$ cat src/rtl/ieee754_argmax_seq_pkg.sv
// Shared definitions for the sequential IEEE-754 argmax block:
// float width and argmax FSM state encoding.
package ieee754_argmax_seq_pkg;

  localparam int unsigned FP_WIDTH = 32;

  typedef enum logic [1:0] {
    S_IDLE    = 2'd0,
    S_FIRST   = 2'd1,
    S_COMPARE = 2'd2,
    S_DONE    = 2'd3
  } argmax_state_e;

endpackage

$ cat src/rtl/ieee754_argmax_seq_if.sv
// Stream/result bundle for ieee754_argmax_seq: the master drives start and
// the element stream, the slave returns ready, status and the winning result.
interface ieee754_argmax_seq_if #(
  parameter int unsigned IDX_W = 4
);
  import ieee754_argmax_seq_pkg::*;

  logic                start;
  logic                in_valid;
  logic                in_ready;
  logic [FP_WIDTH-1:0] in_data;
  logic                busy;
  logic                done;
  logic [FP_WIDTH-1:0] max_value;
  logic [IDX_W-1:0]    max_index;

  modport master (
    output start, in_valid, in_data,
    input  in_ready, busy, done, max_value, max_index
  );

  modport slave (
    input  start, in_valid, in_data,
    output in_ready, busy, done, max_value, max_index
  );

endinterface

$ cat src/rtl/ieee754_compare.sv
// Combinational IEEE-754 single-precision strict greater-than (A > B).
// NaN operands and +0 vs -0 compare as not-greater, matching IEEE ordering.
module ieee754_compare
  import ieee754_argmax_seq_pkg::*;
(
  input  logic [FP_WIDTH-1:0] i_a,
  input  logic [FP_WIDTH-1:0] i_b,
  output logic                o_gt_c
);

  logic w_a_nan;
  logic w_b_nan;
  logic w_both_zero;

  assign w_a_nan     = (&i_a[30:23]) & (|i_a[22:0]);
  assign w_b_nan     = (&i_b[30:23]) & (|i_b[22:0]);
  assign w_both_zero = (i_a[30:0] == 31'd0) && (i_b[30:0] == 31'd0);

  // Sign decides first; equal signs compare magnitude, reversed when negative.
  always_comb begin
    o_gt_c = 1'b0;
    if (w_a_nan || w_b_nan || w_both_zero) begin
      o_gt_c = 1'b0;
    end else if (i_a[31] != i_b[31]) begin
      o_gt_c = i_b[31];
    end else if (!i_a[31]) begin
      o_gt_c = (i_a[30:0] > i_b[30:0]);
    end else begin
      o_gt_c = (i_a[30:0] < i_b[30:0]);
    end
  end

endmodule

$ cat src/rtl/ieee754_argmax_seq.sv
// Sequential argmax over N_ELEMS streamed IEEE-754 singles, time-sharing one
// comparator against the running maximum; reports value and 0-based index.
module ieee754_argmax_seq
  import ieee754_argmax_seq_pkg::*;
#(
  parameter int unsigned N_ELEMS = 10
) (
  input  logic                 clk,
  input  logic                 rst,
  ieee754_argmax_seq_if.slave  bus
);

  localparam int unsigned    IDX_W = (N_ELEMS > 1) ? $clog2(N_ELEMS) : 1;
  localparam logic [IDX_W-1:0] LAST_IDX = IDX_W'(N_ELEMS - 1);

  argmax_state_e       r_state;
  logic                r_in_ready;
  logic                r_busy;
  logic                r_done;
  logic [FP_WIDTH-1:0] r_max_value;
  logic [IDX_W-1:0]    r_max_index;
  logic [IDX_W-1:0]    r_cnt;

  logic w_xfer;
  logic w_gt;

  assign w_xfer = bus.in_valid & r_in_ready;

  ieee754_compare u_cmp (
    .i_a    (bus.in_data),
    .i_b    (r_max_value),
    .o_gt_c (w_gt)
  );

  // Control FSM, element counter and result registers share one process.
  always_ff @(posedge clk or posedge rst) begin
    if (rst) begin
      r_state     <= S_IDLE;
      r_in_ready  <= 1'b0;
      r_busy      <= 1'b0;
      r_done      <= 1'b0;
      r_max_value <= '0;
      r_max_index <= '0;
      r_cnt       <= '0;
    end else begin
      r_done <= 1'b0;
      case (r_state)
        S_IDLE: begin
          if (bus.start) begin
            r_state    <= S_FIRST;
            r_busy     <= 1'b1;
            r_in_ready <= 1'b1;
            r_cnt      <= '0;
          end
        end
        S_FIRST: begin
          if (w_xfer) begin
            r_max_value <= bus.in_data;
            r_max_index <= '0;
            r_cnt       <= IDX_W'(1);
            if (N_ELEMS == 1) begin
              r_state    <= S_DONE;
              r_done     <= 1'b1;
              r_busy     <= 1'b0;
              r_in_ready <= 1'b0;
            end else begin
              r_state <= S_COMPARE;
            end
          end
        end
        S_COMPARE: begin
          if (w_xfer) begin
            if (w_gt) begin
              r_max_value <= bus.in_data;
              r_max_index <= r_cnt;
            end
            // Stop counting on the last element so cnt never wraps in a run.
            if (r_cnt == LAST_IDX) begin
              r_state    <= S_DONE;
              r_done     <= 1'b1;
              r_busy     <= 1'b0;
              r_in_ready <= 1'b0;
            end else begin
              r_cnt <= r_cnt + IDX_W'(1);
            end
          end
        end
        S_DONE: begin
          if (bus.start) begin
            r_state    <= S_FIRST;
            r_busy     <= 1'b1;
            r_in_ready <= 1'b1;
            r_cnt      <= '0;
          end else begin
            r_state <= S_IDLE;
          end
        end
        default: begin
          r_state <= S_IDLE;
        end
      endcase
    end
  end

  assign bus.in_ready  = r_in_ready;
  assign bus.busy      = r_busy;
  assign bus.done      = r_done;
  assign bus.max_value = r_max_value;
  assign bus.max_index = r_max_index;

endmodule
$ cat src/flat_wrapper.sv
// flat-port wrapper written by rule: the top's interface ports become plain ports
module ieee754_argmax_seq_flat import ieee754_argmax_seq_pkg::*;
#(
  parameter int unsigned N_ELEMS = 10
)
  (clk, rst, bus_start, bus_in_valid, bus_in_data, bus_in_ready, bus_busy, bus_done, bus_max_value, bus_max_index);
  ieee754_argmax_seq_if bus_i ();
  input  logic clk;
  input  logic rst;
  input wire logic [$bits(bus_i.start)-1:0] bus_start;
  input wire logic [$bits(bus_i.in_valid)-1:0] bus_in_valid;
  input wire logic [$bits(bus_i.in_data)-1:0] bus_in_data;
  output wire logic [$bits(bus_i.in_ready)-1:0] bus_in_ready;
  output wire logic [$bits(bus_i.busy)-1:0] bus_busy;
  output wire logic [$bits(bus_i.done)-1:0] bus_done;
  output wire logic [$bits(bus_i.max_value)-1:0] bus_max_value;
  output wire logic [$bits(bus_i.max_index)-1:0] bus_max_index;
  assign bus_i.start = bus_start;
  assign bus_i.in_valid = bus_in_valid;
  assign bus_i.in_data = bus_in_data;
  assign bus_in_ready = bus_i.in_ready;
  assign bus_busy = bus_i.busy;
  assign bus_done = bus_i.done;
  assign bus_max_value = bus_i.max_value;
  assign bus_max_index = bus_i.max_index;
  ieee754_argmax_seq #(.N_ELEMS(N_ELEMS)) u_core (.clk(clk), .rst(rst), .bus(bus_i));
endmodule
$ cat config.mk
export PLATFORM = sky130hd
export DESIGN_NAME = ieee754_argmax_seq_flat
export DESIGN_NICKNAME = d
export VERILOG_FILES = /design/src/rtl/ieee754_argmax_seq_pkg.sv /design/src/rtl/ieee754_argmax_seq_if.sv /design/src/rtl/ieee754_compare.sv /design/src/rtl/ieee754_argmax_seq.sv /design/src/flat_wrapper.sv
export SDC_FILE = /design/constraint.sdc
export NUM_CORES = 1
export LEC_CHECK = 0
export ABC_AREA = 1
export CORE_UTILIZATION = 25
export DETAILED_ROUTE_END_ITERATION = 10
export PLACE_DENSITY_LB_ADDON = 0.08
export SYNTH_ARGS = -nofsm -noshare
export SYNTH_HDL_FRONTEND = slang
export SYNTH_SLANG_ARGS = --single-unit
$ cat constraint.sdc
create_clock -name clk -period 6.44 [get_ports clk]
set_clock_uncertainty 0.1 [all_clocks]
set_input_delay 1.932 -clock clk [delete_from_list [all_inputs] [get_ports clk]]
set_output_delay 1.932 -clock clk [all_outputs]
set_load 0.02 [all_outputs]
==> impl_metrics.env, run 1 <==
export IMPL_outcome="complete, no violations"
export IMPL_grt_util_all_layers_pct=14.03
export IMPL_finalWorstPathRequiredPeriod_ns=4.465
export IMPL_synth_yosys_warnings=0
export IMPL_wire_length_of_the_first_global_routing_pass_um=14290
export IMPL_r2r_worst_path_cells=15
export IMPL_diodes=0
export IMPL_grt_start_max_net_pins=45
export IMPL_p_leak_nw=2.106
export IMPL_cts_path_max_buffers=2
export IMPL_required_ns=6.52
export IMPL_crit_end="u_core.bus.max_value[18]$_DFFE_PP0P_"
export IMPL_critPathMaxStageDelay_ns=0.49
export IMPL_postSynthCellCount=442
export IMPL_fin_util_pct=34.38
export IMPL_peakVddDrop_mv=0.1545
export IMPL_die_h_um=114.2
export IMPL_crit_type="in -> reg"
export IMPL_cts_sinks=44
export IMPL_cts_tree="done"
export IMPL_clk_insertion_delay_late_ns=0.29
export IMPL_largest_area_contributor_in_the_netlist="dfrtp_1"
export IMPL_placementRows=40
export IMPL_cts_repair_timing_setup_buffer_count=0
export IMPL_crit_path_frequent_cell="nand2_1"
export IMPL_timing_critical_path_cells="clkdlybuf4s50_1, ha_1, nand2_1, nor2_1, nand4_1, nor2_1, nand2_1, nand2_1, nand2_1, nand2_1, nand2_1, nand2_4, nand2_4, nand2_1, nand2_1"
export IMPL_setup_ws_ns=1.975
export IMPL_setup_worst_path_start_class="input pin"
export IMPL_vias_per_cell=4.283
export IMPL_grt_overflow_total=0
export IMPL_cts_clk_slew_worst_paths_ns=0.07
export IMPL_buffer_ports_inserted=74
export IMPL_maxCapViolations=0
export IMPL_post_placement_setup_slack_ns=1.617
export IMPL_critical_path_peak_fanout=37
export IMPL_postSynth_asyncResetShare_pct=100.0
export IMPL_final_total_negative_setup_slack_ns=0
export IMPL_finalInstanceArea_um2=4182
export IMPL_core_region_um2=12160
export IMPL_number_of_synthesized_flops_with_an_enable_pin=0
export IMPL_max_freq_mhz=224.0
export IMPL_number_of_antenna_violations_at_the_first_check_in_global_routing=0
export IMPL_final_max_slew_viol_count=0
export IMPL_cts_made_buffers=5
export IMPL_timing_critical_path_slowest_stage_cell="clkdlybuf4s50_1"
export IMPL_io_pins=75
export IMPL_drt_iter0_drc=110
export IMPL_place_gp_congestion=0.8195
export IMPL_cts_hold_buffers_added=0
export IMPL_finalSetupViolations=0
export IMPL_hold_ws_ns=0.3795
export IMPL_routedWlPerCell_um=12.43
export IMPL_worst_slew_pin_transition_ns=0.6304
export IMPL_hold_start="u_core.bus.max_index[2]$_DFFE_PP0P_"
export IMPL_detail_route_drc_violations=0
export IMPL_rr_startpoint="u_core.bus.max_value[30]$_DFFE_PP0P_"
export IMPL_starting_density_of_the_core_pct=25.86
export IMPL_placed_area_um2=4031
export IMPL_timing_critical_path_to_type="flip-flop"
export IMPL_dieArea_um2=13030
export IMPL_rr_endpoint="u_core.bus.max_value[18]$_DFFE_PP0P_"
export IMPL_floorplan_die_width_um=114.2
export IMPL_syn_mean_instance_area_um2=7.117
export IMPL_r2r_setup_slack_ns=3.64
export IMPL_cts_root_buffer_cell="clkbuf_16"
export IMPL_synth_area_um2=3146
export IMPL_yosys_area_top_type_share_pct=35.00
export IMPL_type_of_the_most_critical_hold_path="reg -> reg"
export IMPL_ctsHtreeMaxLevel=2
export IMPL_syn_nets=517
export IMPL_ant_nets=0
export IMPL_fraction_of_the_yosys_area_taken_by_sequential_cells_pct=35.00
export IMPL_postSynth_topFlopCell="dfrtp_1"
export IMPL_count_of_instances_resized_after_the_clock_tree_is_built=0
export IMPL_arrival_time_at_the_worst_endpoint_ns=4.55
export IMPL_finalWirelength_um=8493
export IMPL_yosys_register_bits=44
export IMPL_layout_worst_path_cycle_share_pct=69.33
export IMPL_setup_worst_path_start="bus_in_data[30]"
export IMPL_area_growth_pct=32.94
export IMPL_yosysUniqueCellTypes=24
export IMPL_grt_pass1_vias=2909
export IMPL_num_vias=2925
export IMPL_finalHoldViolations=0
export IMPL_relSlewSlack_pct=57.93
export IMPL_rsz_0062_raised_after_global_routing="no"
export IMPL_final_net_count=589
export IMPL_drt_first_pass_iters=5
export IMPL_pwr_density_cell_nw_per_um2=424.3
export IMPL_hpwl_um=6431
export IMPL_drive_above_1_share_pct=2.718
export IMPL_synth_area_top_cells="dfrtp_1 (35%), nand2_1 (17%), ha_1 (16%)"
[critical path: cells and delay by family]
family	cells	cell delay [ns]
adders and majority gates	1	0.34
buffers and inverters	1	0.49
and+or+nand+nor	13	1.76
[Yosys cell counts, drive strengths merged, types with 3 or more instances]
master and instances:
nor2 49, nand3 50, clkbuf 3, a21oi 15
nand2 147, ha 39, dfrtp 44, o21ai 3
buf 8, inv 63, nand4 8
[state kept, by name, indices dropped and copies added (netlist names)]
register / cells
u_core.bus.max_value: 32
u_core.bus.max_index: 4
u_core.bus.done: 1
u_core.r_cnt: 4
u_core.r_state: 2
u_core.bus.in_ready: 1
[cells by family (layout without fill, tap and decap cells)]
| family | Yosys count | count (layout) | share of synthesized area [%] |
|---|---|---|---|
| and+or+nand+nor | 257 | 257 | 34.09 |
| buffers and inverters | 74 | 147 | 10.06 |
| DFF | 44 | 44 | 35.00 |
| adders and majority gates | 39 | 39 | 15.51 |
| AOI/OAI and AO/OA | 26 | 26 | 4.773 |
| xor gates and xnor gates | 2 | 2 | 0.5570 |
[per-layer routing]
metal,global-route usage [%],part of all wire [%],vias up
li1,-,-,1544
met1,19.00,52,1315
met2,23.43,44,60
met3,2.118,3.2,6
met4,3.377,0.75,0
met5,0,0,-
[layout by cell type, fill, tap and decap left out, types with 5 or more instances in the layout]
cell type	instances
ha_1	39
nand3_1	50
nand4_1	8
dfrtp_1	44
inv_1	62
clkbuf_16	5
clkdlybuf4s50_1	74
nor2_1	47
nand2_1	145
a21oi_1	15
[final cells by class]
| class | count | area, µm² |
|---|---|---|
| clock buffer | 5 | 125.1 |
| clock inverter | 3 | 25.02 |
| fill | 1321 | 7980 |
| inverter | 63 | 236.5 |
| multi-input combinational | 324 | 1728 |
| sequential | 44 | 1101 |
| tap | 168 | 210.2 |
| timing repair buffer | 76 | 755.7 |
[report_power, final]
part / leakage, nW / total, W / switching, W / internal [W]
registers: 0.562 / 0.000513 / 0.000121 / 0.000391
clock network: 0.0708 / 0.000270 / 0.000123 / 0.000147
logic: 1.47 / 0.000992 / 0.000583 / 0.000409
total: 2.11 / 0.00177 / 0.000827 / 0.000948
[stage by stage]
| step | total power (W) | cells |
|---|---|---|
| 6_report | 0.001774 | 683 |
| 5_1_grt | 0.001957 | 683 |
| 4_1_cts | 0.001804 | 683 |
| 3_5_place_dp | 0.001524 | 675 |
| 3_3_place_gp | 0.001524 | 675 |
| 2_1_floorplan | 0.001152 | 442 |
[how the worst min path moves through the flow]
stage,end,cells after the start
2_1_floorplan,u_core.r_cnt[3]$_DFFE_PP0P_,2
3_3_place_gp,u_core.bus.max_index[2]$_DFFE_PP0P_,2
3_5_place_dp,u_core.bus.max_index[3]$_DFFE_PP0P_,2
4_1_cts,u_core.bus.max_index[3]$_DFFE_PP0P_,2
5_1_grt,u_core.bus.max_index[3]$_DFFE_PP0P_,2
6_report,u_core.bus.max_index[2]$_DFFE_PP0P_,2
Note: power is estimated with default switching activity, not from simulation.
==> run 2, diff against run 1 <==
- clock period: 6.44 -> 4.29 ns (I/O delays scaled with it)
==> run 2 against run 1 <==
- worst setup slack got worse by 1.3 ns
- register-to-register slack got worse by 1.9 ns
- non-clock buffer count is 2 higher
- wire length rose by 1.7%
- flip-flop and latch count unchanged
- clock power is 86% higher
- critical path depth is the same
- critical path type unchanged
- largest cell class unchanged
- critical endpoint is now u_core.bus.max_index[2]$_DFFE_PP0P_
==> impl_metrics.env, run 2 (synthesized netlist as in run 1, its figures left out) <==
export IMPL_timing_critical_path_to_type="flip-flop"
export IMPL_timing_critical_path_cells="clkdlybuf4s50_1, ha_1, nand2_1, nor2_1, nand4_1, nor2_1, nand2_1, nand2_1, nand2_1, nand2_1, nand2_1, nand2_4, nand2_4, nand2_1, nand2_1"
export IMPL_post_placement_setup_slack_ns=0.3599
export IMPL_grt_start_max_net_pins=45
export IMPL_cts_sinks=44
export IMPL_num_vias=2970
export IMPL_p_leak_nw=2.135
export IMPL_clk_insertion_delay_late_ns=0.29
export IMPL_relSlewSlack_pct=60.54
export IMPL_finalSetupViolations=0
export IMPL_drt_iter0_drc=127
export IMPL_crit_path_frequent_cell="nand2_1"
export IMPL_ctsHtreeMaxLevel=2
export IMPL_hold_ws_ns=0.3737
export IMPL_required_ns=4.37
export IMPL_rsz_0062_raised_after_global_routing="no"
export IMPL_finalWorstPathRequiredPeriod_ns=3.609
export IMPL_most_common_layout_cells="nand2_1 (145), clkdlybuf4s50_1 (74), inv_1 (62)"
export IMPL_cts_repair_timing_setup_buffer_count=0
export IMPL_cts_tree="done"
export IMPL_timing_critical_path_slowest_stage_cell="clkdlybuf4s50_1"
export IMPL_cts_clk_slew_worst_paths_ns=0.07
export IMPL_arrival_time_at_the_worst_endpoint_ns=3.69
export IMPL_cts_made_buffers=5
export IMPL_type_of_the_most_critical_hold_path="reg -> reg"
export IMPL_drive_above_1_share_pct=2.907
export IMPL_grt_util_all_layers_pct=14.31
export IMPL_final_net_count=591
export IMPL_crit_type="in -> reg"
export IMPL_maxCapViolations=0
export IMPL_ant_nets=0
export IMPL_critical_path_peak_fanout=36
export IMPL_number_of_non_filler_instances_in_the_completed_layout=684
export IMPL_setup_ws_ns=0.6812
export IMPL_pwr_density_cell_nw_per_um2=654.7
export IMPL_hpwl_um=6543
export IMPL_final_total_negative_setup_slack_ns=0
export IMPL_vias_per_cell=4.342
export IMPL_place_gp_congestion=0.7992
export IMPL_placementRows=40
export IMPL_finalWirelength_um=8634
export IMPL_max_freq_mhz=277.1
export IMPL_finalHoldViolations=0
export IMPL_number_of_antenna_violations_at_the_first_check_in_global_routing=0
export IMPL_floorplan_die_width_um=114.2
export IMPL_area_growth_pct=34.53
export IMPL_peakVddDrop_mv=0.2375
export IMPL_outcome="complete, no violations"
export IMPL_largest_reg_flops=32
export IMPL_post_place_cells=677
export IMPL_dieArea_um2=13030
export IMPL_diodes=0
export IMPL_starting_density_of_the_core_pct=25.86
export IMPL_grt_overflow_total=0
export IMPL_drt_first_pass_iters=5
export IMPL_worst_slew_pin_transition_ns=0.5919
export IMPL_io_pins=75
export IMPL_commonest_non_fill_non_tap_cell_in_the_layout="nand2_1"
export IMPL_r2r_setup_slack_ns=1.73
export IMPL_wire_length_of_the_first_global_routing_pass_um=14850
export IMPL_final_max_slew_viol_count=0
export IMPL_count_of_instances_resized_after_the_clock_tree_is_built=0
export IMPL_setup_worst_path_start_class="input pin"
export IMPL_cts_path_max_buffers=2
export IMPL_detail_route_drc_violations=0
export IMPL_critPathMaxStageDelay_ns=0.50
export IMPL_routedWlPerCell_um=12.62
export IMPL_buffer_ports_inserted=74
export IMPL_layout_worst_path_cycle_share_pct=84.12
export IMPL_cts_hold_buffers_added=0
export IMPL_grt_pass1_vias=2944
export IMPL_core_region_um2=12160
export IMPL_cts_root_buffer_cell="clkbuf_16"
export IMPL_die_h_um=114.2
## run 2: cell types whose count changed in the layout (fill, tap and decap cells not counted)
cell        change
bufinv_16       +2
inv_6           -2
clkinvlp_4      -1
buf_4           +2
## run 2: path summary, 6_finish.rpt
path | start | end | cells past startpoint
min in group asynchronous | rst | u_core.bus.max_value[18]$_DFFE_PP0P_ | 3
worst min-delay path | u_core.bus.max_index[2]$_DFFE_PP0P_ | u_core.bus.max_index[2]$_DFFE_PP0P_ | 2
max in group asynchronous | rst | u_core.bus.max_value[2]$_DFFE_PP0P_ | 3
worst max register to register | u_core.bus.max_value[30]$_DFFE_PP0P_ | u_core.bus.max_index[2]$_DFFE_PP0P_ | 15
worst max-delay path | bus_in_data[30] | u_core.bus.max_index[2]$_DFFE_PP0P_ | 15
worst min register to register | u_core.bus.max_index[2]$_DFFE_PP0P_ | u_core.bus.max_index[2]$_DFFE_PP0P_ | 2
## run 2: final cells by class
cell class / instances / area [µm²]
Inverter: 63 / 236.5
Sequential cell: 44 / 1101
Timing Repair Buffer: 78 / 770.7
Fill cell: 1301 / 7930
Tap cell: 168 / 210.2
Clock buffer: 5 / 125.1
Clock inverter: 2 / 60.06
Multi-Input combinational cell: 324 / 1728
## run 2: power by group
part	leakage, nW	internal [W]	switching [W]
sequential	0.562	0.000588	0.000181
combinational	1.48	0.000624	0.000875
clock	0.0899	0.000331	0.000172
total	2.13	0.00154	0.00123
## run 2: worst max-delay path: cells and delay by family
| kind | cells | cell delay, ns |
|---|---|---|
| simple gates | 13 | 1.54 |
| buf+inv | 1 | 0.50 |
| fa+ha+maj | 1 | 0.34 |
## run 2: through the flow
stage	utilization (%)	area [µm²]	total power, W
CTS	34.79	4232	0.002819
finish	34.79	4232	0.002770
floorplan	-	3146	0.001730
global route	34.79	4232	0.003052
global placement	33.27	4046	0.002293
detailed placement	33.27	4046	0.002298
## run 2: per-layer routing
| metal | GRT usage, % | wire length [µm] | up-vias |
|---|---|---|---|
| li1 | - | - | 1545 |
| met2 | 23.43 | 3925 | 57 |
| met4 | 3.896 | 91 | 0 |
| met1 | 19.71 | 4312 | 1360 |
| met5 | 0 | 0 | - |
| met3 | 1.959 | 304 | 8 |
==> run 3, diff against run 2 <==
- clock period: 4.29 -> 3 ns (I/O delays scaled with it)
==> run 3 against run 2 <==
- combinational power rose by 62%
- total power grew 48%
- global-route usage is 0.51 points higher
- clock power up 13%
- first-iteration DRC count shrank 10%
- worst hold slack got worse by 0.0017 ns
==> impl_metrics.env, run 3 (synthesized netlist as in run 1, its figures left out) <==
export IMPL_outcome="complete, no violations"
export IMPL_finalWirelength_um=9346
export IMPL_worst_slew_pin_transition_ns=0.7406
export IMPL_drt_iter0_drc=114
export IMPL_r2r_worst_path_cells=16
export IMPL_grt_util_met1_pct=20.41
export IMPL_count_of_instances_resized_after_the_clock_tree_is_built=0
export IMPL_num_vias=3111
export IMPL_critical_path_peak_fanout=7
export IMPL_dieArea_um2=13030
export IMPL_r2r_setup_slack_ns=0.61
export IMPL_number_of_antenna_violations_at_the_first_check_in_global_routing=0
export IMPL_combPwrFrac_pct=59.4
export IMPL_cts_clk_slew_worst_paths_ns=0.06
export IMPL_drive_above_1_share_pct=12.97
export IMPL_routedWlPerCell_um=12.93
export IMPL_setup_ws_ns=0.1628
export IMPL_maxCapViolations=0
export IMPL_setup_worst_path_start_class="input pin"
export IMPL_peakVddDrop_mv=0.3931
export IMPL_ant_nets=0
export IMPL_cts_sinks=44
export IMPL_diodes=0
export IMPL_rr_startpoint="u_core.bus.max_value[30]$_DFFE_PP0P_"
export IMPL_starting_density_of_the_core_pct=25.86
export IMPL_bufs_and_invs_on_worst_path=2
export IMPL_most_common_layout_cells="nand2_1 (142), inv_1 (62), clkdlybuf4s50_1 (58)"
export IMPL_cts_made_buffers=5
export IMPL_finalWorstPathRequiredPeriod_ns=2.837
export IMPL_layout_worst_path_cycle_share_pct=94.57
export IMPL_detail_route_drc_violations=0
export IMPL_p_leak_nw=2.496
export IMPL_final_max_slew_viol_count=0
export IMPL_required_ns=3.07
export IMPL_cts_root_buffer_cell="clkbuf_16"
export IMPL_post_placement_setup_slack_ns=-0.2779
export IMPL_cts_hold_buffers_added=0
export IMPL_worst_path_stages=17
export IMPL_critPathMaxStageDelay_ns=0.52
export IMPL_hpwl_um=7142
export IMPL_place_gp_congestion=0.8072
export IMPL_final_total_negative_setup_slack_ns=0
export IMPL_type_of_the_most_critical_hold_path="reg -> reg"
export IMPL_grt_pass1_vias=3161
export IMPL_seq_power_share_pct=26.7
export IMPL_commonest_non_fill_non_tap_cell_in_the_layout="nand2_1"
export IMPL_met2_track_demand_over_resource_in_global_routing_pct=24.53
export IMPL_buffer_ports_inserted=74
export IMPL_arrival_time_at_the_worst_endpoint_ns=2.91
export IMPL_crit_path_frequent_cell="nand2_1"
export IMPL_finalSetupViolations=0
export IMPL_rr_endpoint="u_core.bus.max_value[25]$_DFFE_PP0P_"
export IMPL_area_growth_pct=50.12
export IMPL_hold_start="u_core.bus.max_index[0]$_DFFE_PP0P_"
export IMPL_cts_tree="done"
export IMPL_grt_busiest_layer="met2"
export IMPL_finalPower_w=0.004095
export IMPL_worst_path_dominant_cell_family="simple AND/OR/NAND/NOR gates"
export IMPL_grt_util_all_layers_pct=14.82
export IMPL_placementRows=40
export IMPL_relSlewSlack_pct=50.32
export IMPL_gr_usage_met3_pct=2.382
export IMPL_grt_overflow_total=0
export IMPL_timing_critical_path_to_type="flip-flop"
export IMPL_cts_path_max_buffers=2
export IMPL_drt_first_pass_iters=4
export IMPL_grt_start_max_net_pins=29
export IMPL_clock_power_share_pct=13.9
export IMPL_timing_critical_path_cells="clkdlybuf4s50_1, ha_4, a21oi_1, nand2_1, nand2_1, nand2_1, nand2_1, nand2_1, nand2_1, nand2_2, a21oi_2, nand2_2, nand2_4, nand2_8, clkbuf_16, nand2_1, nand2_1"
export IMPL_pwr_density_cell_nw_per_um2=867.2
export IMPL_switching_share_pct=45.42
export IMPL_die_h_um=114.2
export IMPL_io_pins=75
export IMPL_finalInstanceArea_um2=4722
export IMPL_vias_per_cell=4.303
export IMPL_core_region_um2=12160
export IMPL_number_of_non_filler_instances_in_the_completed_layout=723
export IMPL_min_to="u_core.bus.max_index[0]$_DFFE_PP0P_"
export IMPL_ctsHtreeMaxLevel=2
export IMPL_wire_length_of_the_first_global_routing_pass_um=15360
export IMPL_cts_repair_timing_setup_buffer_count=0
export IMPL_final_net_count=629
export IMPL_timing_critical_path_slowest_stage_cell="clkdlybuf4s50_1"
export IMPL_p_int_w=0.002235
export IMPL_largest_reg_flops=32
export IMPL_clk_insertion_delay_late_ns=0.28
export IMPL_finalHoldViolations=0
export IMPL_post_place_cells=713
export IMPL_netSwitchingPower_w=0.001860
export IMPL_hold_path_depth=2
export IMPL_crit_type="in -> reg"
export IMPL_max_freq_mhz=352.5
export IMPL_placed_area_um2=4367
export IMPL_floorplan_die_width_um=114.2
[run 3: changes by cell type in the layout (fill, tap and decap cells not counted), moves of 4 or more]
cell | previous run | this run
buf_4 | 4 | 35
dlymetal6s2s_1 | 0 | 16
nor2_1 | 47 | 40
ha_4 | 0 | 5
buf_12 | 0 | 4
nor2_2 | 2 | 8
ha_1 | 39 | 34
clkdlybuf4s50_1 | 74 | 58
[run 3: how the worst max path moves through the flow]
stage,start,to
4_1_cts,bus_in_data[30],u_core.bus.max_value[21]$_DFFE_PP0P_
3_5_place_dp,bus_in_data[30],u_core.bus.max_value[25]$_DFFE_PP0P_
2_1_floorplan,bus_in_data[14],u_core.bus.max_value[0]$_DFFE_PP0P_
3_3_place_gp,bus_in_data[30],u_core.bus.max_value[5]$_DFFE_PP0P_
6_report,bus_in_data[2],u_core.bus.max_value[25]$_DFFE_PP0P_
5_1_grt,bus_in_data[2],u_core.bus.max_value[30]$_DFFE_PP0P_
[run 3: tightest hold or removal path, stage by stage, from the launching register on]
cell	delay, ns
dfrtp_1	0.34
nand2_1	0.05
nand2_1	0.05
[run 3: metal layers]
layer  wire, µm  up-vias
met3        336        7
li1           -     1623
met1       4593     1424
met5          0        -
met4         70        0
met2       4346       57
[run 3: final cells by class]
class | instances | area, µm²
fill | 1281 | 7440
timing repair buffer | 116 | 1185
tap | 168 | 210.2
multi-input combinational | 324 | 1841
sequential | 44 | 1101
clock inverter | 2 | 10.01
inverter | 63 | 236.5
clock buffer | 6 | 138.9
[run 3: power groups by stage]
stage | combinational [W] | clock [W] | sequential [W]
after global routing | 0.00274 | 0.000606 | 0.00114
after CTS | 0.00233 | 0.000591 | 0.00110
after floorplan | 0.00117 | 0 | 0.00130
after detailed placement | 0.00233 | 0 | 0.00111
after global placement | 0.00230 | 0 | 0.00111
final | 0.00243 | 0.000567 | 0.00110
[run 3: per-stage QoR]
step           utilization (%)  hold WS, ns
3_3_place_gp             35.91       0.3645
4_1_cts                  37.13       0.3789
6_report                 38.83       0.3720
5_1_grt                  38.83       0.4018
2_1_floorplan                -       0.4081
3_5_place_dp             35.91       0.3628
